### src/rtl/fir_stream_core.sv
// Streaming FIR core: accepts one sample, runs a serial TAPS-cycle MAC, then offers the result and logs it.
// Optional FIR_SAT_EN: saturate the accumulator to the OUT_W range instead of wrapping.
module fir_stream_core #(
  parameter int DATA_W  = 16,
  parameter int COEF_W  = 16,
  parameter int TAPS    = 10,
  parameter int SAMPLES = 10,
  parameter int OUT_W   = 32
) (
  input  logic                       clk,
  input  logic                       reset,
  input  logic                       coef_we,
  input  logic [$clog2(TAPS)-1:0]    coef_addr,
  input  logic [COEF_W-1:0]          coef_data,
  input  logic                       in_valid,
  output logic                       in_ready,
  input  logic [DATA_W-1:0]          in_data,
  output logic                       out_valid,
  input  logic                       out_ready,
  output logic [OUT_W-1:0]           out_data,
  input  logic [$clog2(SAMPLES)-1:0] rd_addr,
  output logic [OUT_W-1:0]           rd_data,
  output logic                       done
);
  localparam int AW    = $clog2(TAPS);
  localparam int RW    = $clog2(SAMPLES);
  localparam int PW    = DATA_W + COEF_W;
  localparam int ACC_W = PW + $clog2(TAPS);
  localparam int EXT_W = (ACC_W > OUT_W) ? ACC_W : OUT_W;

  typedef enum logic [1:0] {IDLE, MAC, OUT} state_t;
  state_t state, state_nxt;

  logic signed [COEF_W-1:0] coef  [TAPS];
  logic signed [DATA_W-1:0] xline [TAPS];
  logic [OUT_W-1:0]         rbuf  [SAMPLES];
  logic signed [ACC_W-1:0]  acc;
  logic [AW-1:0]            tap;
  logic [RW-1:0]            out_cnt;
  logic signed [PW-1:0]     prod;
  logic signed [EXT_W-1:0]  acc_ext;
  logic [OUT_W-1:0]         result;
  logic                     accept, hshake, mac_last;

  assign in_ready = (state == IDLE) && !done;
  assign accept   = in_valid && in_ready;
  assign hshake   = out_valid && out_ready;
  assign mac_last = (tap == AW'(TAPS - 1));
  assign prod     = coef[tap] * xline[tap];
  assign acc_ext  = EXT_W'(acc);

`ifdef FIR_SAT_EN
  localparam logic signed [EXT_W-1:0] SAT_MAX = {{(EXT_W-OUT_W+1){1'b0}}, {(OUT_W-1){1'b1}}};
  localparam logic signed [EXT_W-1:0] SAT_MIN = {{(EXT_W-OUT_W+1){1'b1}}, {(OUT_W-1){1'b0}}};

  always_comb begin
    result = acc_ext[OUT_W-1:0];
    if (acc_ext > SAT_MAX)      result = SAT_MAX[OUT_W-1:0];
    else if (acc_ext < SAT_MIN) result = SAT_MIN[OUT_W-1:0];
  end
`else
  assign result = acc_ext[OUT_W-1:0];
`endif

  always_ff @(posedge clk) begin
    if (reset) state <= IDLE;
    else       state <= state_nxt;
  end

  always_comb begin
    state_nxt = state;
    case (state)
      IDLE:    if (accept)   state_nxt = MAC;
      MAC:     if (mac_last) state_nxt = OUT;
      OUT:     if (hshake)   state_nxt = IDLE;
      default: state_nxt = IDLE;
    endcase
  end

  // Coefficients survive reset; writes are only honoured while idle.
  always_ff @(posedge clk) begin
    if (coef_we && (state == IDLE) && (32'(coef_addr) < TAPS))
      coef[coef_addr] <= coef_data;
  end

  always_ff @(posedge clk) begin
    if (reset) begin
      for (int i = 0; i < TAPS; i++)    xline[i] <= '0;
      for (int i = 0; i < SAMPLES; i++) rbuf[i]  <= '0;
      acc       <= '0;
      tap       <= '0;
      out_valid <= 1'b0;
      out_data  <= '0;
      out_cnt   <= '0;
      done      <= 1'b0;
      rd_data   <= '0;
    end else begin
      if (accept) begin
        for (int i = TAPS - 1; i > 0; i--) xline[i] <= xline[i-1];
        xline[0] <= in_data;
        acc      <= '0;
        tap      <= '0;
      end
      if (state == MAC) begin
        acc <= acc + ACC_W'(prod);
        tap <= mac_last ? '0 : tap + AW'(1);
      end
      // Result registered on the first OUT cycle, giving TAPS+1 cycles of latency.
      if ((state == OUT) && !out_valid) begin
        out_valid <= 1'b1;
        out_data  <= result;
      end
      if (hshake) begin
        out_valid     <= 1'b0;
        rbuf[out_cnt] <= out_data;
        out_cnt       <= out_cnt + RW'(1);
        if (out_cnt == RW'(SAMPLES - 1)) done <= 1'b1;
      end
      rd_data <= (32'(rd_addr) < SAMPLES) ? rbuf[rd_addr] : '0;
    end
  end
endmodule

### config.mk
export PLATFORM = sky130hd
export DESIGN_NAME = fir_stream_core
export DESIGN_NICKNAME = d
export VERILOG_FILES = /design/src/rtl/fir_stream_core.sv
export SDC_FILE = /design/constraint.sdc
export NUM_CORES = 2
export LEC_CHECK = 0
export ABC_CLOCK_PERIOD_IN_PS = 19570
export CORE_ASPECT_RATIO = 1.2
export CORE_MARGIN = 3
export CORE_UTILIZATION = 65
export DETAILED_ROUTE_END_ITERATION = 10
export DONT_BUFFER_PORTS = 1
export PLACE_DENSITY = 0.85
export SKIP_LAST_GASP = 1
export SLEW_MARGIN = 20
export SYNTH_ARGS = -nofsm -noshare
export SYNTH_HDL_FRONTEND = slang
export SYNTH_SLANG_ARGS = --single-unit
### constraint.sdc
create_clock -name clk -period 19.57 [get_ports clk]
set_input_delay 0.9785 -clock clk [delete_from_list [all_inputs] [get_ports clk]]
set_output_delay 0.9785 -clock clk [all_outputs]
set_load 0.005 [all_outputs]
==> impl_metrics.ini <==
[cts]
clock_tree.htree_level_count = 3
clk_latency_ns = 0.64
root_buffer = sky130_fd_sc_hd__clkbuf_16
number_of_buffers_inserted_during_clock_tree_synthesis = 73
clock-sinks = 752
tritoncts = built
cts.repair_timing.setup_buffer_count = 0
clockBufferDepth = 3
post_cts_resize_count = 0
postCtsHoldBufs = 0
clk_transition_reported_paths_ns = 0.07

[final_layout]
finish.instance_area_sq_um = 44590
fillerInstances = 3913
post_layout_net_count = 3640
layout.area.seq_sq_um = 21470
post_route_cells_drive_above_1_share_pct = 11.47
multiInputGateArea_sq_um = 17860
area.growth.synth_to_final_pct = 7.925

[power_and_ir_drop]
p_leak_nw = 17.63
max-vdd-ir-drop_mv = 0.1958
power_density_nw_per_um2 = 161.4
power_report.internal_total_mw = 4.246
total_switching_power_mw = 2.948
seq_power_share_pct = 25.9
power.combinational.fraction_pct = 54.4
p_sw_share_pct = 40.98
p_clk_share_pct = 19.7

[sta]
timing_hold_violations_final = 0
timing.final.setup_violations = 0
clock.fmax_ghz = 0.1138
worst_slew_margin_rel_pct = 27.49
skew_ns = 0.02786
tightest_slew_ns = 1.086
final_critical_path_setup_slack_ns = 10.78
final.setup.tns_ns = 0
finalWorstPathRequiredPeriod_ns = 8.789
report.final.slew_viol_count = 0
setup_repair_after_global_routing_missed_its_margin = no
fin_crit_sh_pct = 44.91

[setup_path]
end_kind = flip-flop
worst_r2r_path_depth = 24
rr_endpoint = acc[30]
cp.required_ns = 20.09
critical_path.endpoint = acc[30]
worst_ep_arrival_time_ns = 9.31
worstPathMaxFanout = 43
worst_setup_path_start_kind = flip-flop
regToRegSetupSlack_ns = 10.78
critPathKind = flip-flop to flip-flop

[routing]
post-route-drc-count = 0
vias = 24950
finalWirelength_mm = 95.27
viasPerCell = 6.110
detail-route-antenna-nets = 0
routedWlPerCell_um = 23.33
initialDrtViolationCount = 2170
drt_pass1_iterations = 5

[floorplan]
initial_utilization_pct = 66.17
dieHeight_um = 282.2
design.die.area_sq_um = 66640
rows = 100
io_pins = 112
placeableCoreArea_sq_um = 62430
x_dimension_of_the_die_um = 236.2

[yosys]
dominantRegCellSynth = sky130_fd_sc_hd__edfxtp_1
syn_nets = 3676
synth_common_cells = sky130_fd_sc_hd__edfxtp_1 (640), sky130_fd_sc_hd__nor2_1 (479), sky130_fd_sc_hd__inv_1 (367)
ys_top_cells_by_area = sky130_fd_sc_hd__edfxtp_1 (47%), sky130_fd_sc_hd__fa_1 (14%), sky130_fd_sc_hd__mux4_2 (7.0%)
cells_after_synth = 3237
post_synth_instance_area_sq_um = 41320
synth.avg_cell_area_sq_um = 12.76
yosys_warnings = 0
synth_top_cell_by_area = sky130_fd_sc_hd__edfxtp_1
asyncSetResetFlopFracSynth_pct = 0
synth_sequential_area_ratio_pct = 51.94
yosys.cell_count.top_type = sky130_fd_sc_hd__edfxtp_1
synth_enable_flop_cells = 640
yosys_register_bits = 752
synth.lib_cells_used.distinct = 64
synth_top_cell_area_share_pct = 46.52

[placed_design]
finalWeightedCongestion = 0.9636
dpl.hpwl_mm = 63.63
postPlaceCellArea_sq_um = 42140
preCtsSetupSlack_ns = 10.82
place.port_buffers = 0

[global_route]
grt_max_degree = 161
grt_util_all_layers_pct = 29.59
grt_pass1_wl_mm = 151.8
gr-total-overflow = 0
initial_antenna_violation_count = 3
first_global_vias = 27250

[min_path]
worst_hold_path.num_cells = 0
timing.hold.worst.class = input port to flip-flop

[outcome]
outcome = finished clean

[job]
max_cap_viol_count = 0
-- worst max-delay path, stage by stage, from the launching register on --
cell	delay, ns
sky130_fd_sc_hd__dfxtp_4	0.66
sky130_fd_sc_hd__buf_4	0.73
sky130_fd_sc_hd__mux4_2	0.59
sky130_fd_sc_hd__mux2_2	0.31
sky130_fd_sc_hd__o21ai_1	0.71
sky130_fd_sc_hd__nor2_1	0.14
sky130_fd_sc_hd__fa_1	0.57
sky130_fd_sc_hd__inv_1	0.07
sky130_fd_sc_hd__fa_1	0.46
sky130_fd_sc_hd__fa_1	0.55
sky130_fd_sc_hd__inv_1	0.05
sky130_fd_sc_hd__fa_1	0.48
sky130_fd_sc_hd__fa_1	0.49
sky130_fd_sc_hd__inv_1	0.05
sky130_fd_sc_hd__fa_1	0.47
sky130_fd_sc_hd__inv_1	0.04
sky130_fd_sc_hd__ha_1	0.36
sky130_fd_sc_hd__nand3_1	0.17
sky130_fd_sc_hd__a2111oi_0	0.41
sky130_fd_sc_hd__o31ai_1	0.16
sky130_fd_sc_hd__a21oi_1	0.41
sky130_fd_sc_hd__o211ai_1	0.20
sky130_fd_sc_hd__a21oi_1	0.20
sky130_fd_sc_hd__mux2i_1	0.20
sky130_fd_sc_hd__nand3_1	0.08
-- layout make-up --
| cell class | instances | area share, % |
|---|---|---|
| diodes | 6 | 0.03367 |
| repair buffers | 48 | 0.8250 |
| flip-flops and latches | 752 | 48.15 |
| well taps | 816 | 2.290 |
| inverters | 382 | 3.216 |
| clock inverters | 45 | 1.027 |
| multi-input cells | 1944 | 40.06 |
| clock buffers | 90 | 4.400 |
-- through the flow --
| stage | utilization (%) | power (mW) | hold WS (ns) | std cells |
|---|---|---|---|---|
| after floorplan | - | 4.933 | 0.4387 | 3237 |
| after global placement | 67.47 | 5.537 | 0.4640 | 3942 |
| after detailed placement | 67.49 | 5.755 | 0.4676 | 3942 |
| after CTS | 71.36 | 7.179 | 0.3979 | 4077 |
| after global routing | 71.40 | 7.814 | 0.4122 | 4078 |
| final | 71.42 | 7.195 | 0.4274 | 4083 |
-- worst min-delay path by stage --
stage,startpoint,end,slack (ns)
floorplan,acc[15],acc[15],0.44
global placement,acc[15],acc[15],0.46
detailed placement,acc[15],out_data[15],0.47
CTS,coef_data[1],coef[1][1],0.40
global route,coef_data[13],coef[7][13],0.41
finish,coef_data[8],coef[7][8],0.43
-- flip-flops by register name, summed over array words and instances (netlist names), named ones only --
register and count:
acc 32, coef 160, done 1, out_cnt 4
out_data 32, out_valid 1, rbuf 320, rd_data 32
state 2, tap 4, xline 160
-- metal layers --
metal	up-vias	routed length, um	global-route usage, %	part of all wire, %
met5	-	0	0	0
met4	0	5231	15.91	5.5
met3	324	8152	5.773	8.6
met2	1225	48580	51.38	51
met1	12530	33310	35.30	35
li1	10870	-	-	-
-- cells in the final DEF (no fill, tap or decap), drive strengths merged, types with 13 or more instances in the layout --
| cell type | instances |
|---|---|
| edfxtp | 640 |
| nor2 | 479 |
| inv | 388 |
| fa | 292 |
| nand2 | 260 |
| and2 | 195 |
| mux4 | 128 |
| dfxtp | 112 |
| ha | 102 |
| mux2i | 98 |
| clkbuf | 90 |
| a21oi | 67 |
| o21ai | 62 |
| buf | 48 |
| o22a | 32 |
| xnor2 | 29 |
| clkinv | 29 |
| nand2b | 27 |
| mux2 | 24 |
| a211oi | 16 |
| nor2b | 13 |
-- cell families after synthesis --
| group | count (synthesis) | synth area share (%) |
|---|---|---|
| fa+ha+maj | 394 | 17.24 |
| xor+xnor | 41 | 0.8691 |
| compound gates | 230 | 3.728 |
| mux | 250 | 10.01 |
| buf+inv | 541 | 5.118 |
| flops | 752 | 51.94 |
| simple gates | 1029 | 11.09 |
-- power by group through the flow --
stage / clock network [mW] / registers (mW) / logic (mW)
floorplan: 0 / 1.88 / 3.06
global placement: 0 / 1.89 / 3.65
detailed placement: 0 / 1.89 / 3.86
CTS: 1.43 / 1.86 / 3.88
global route: 1.50 / 1.87 / 4.45
finish: 1.42 / 1.86 / 3.92
Note: power is estimated with default switching activity, not from simulation.
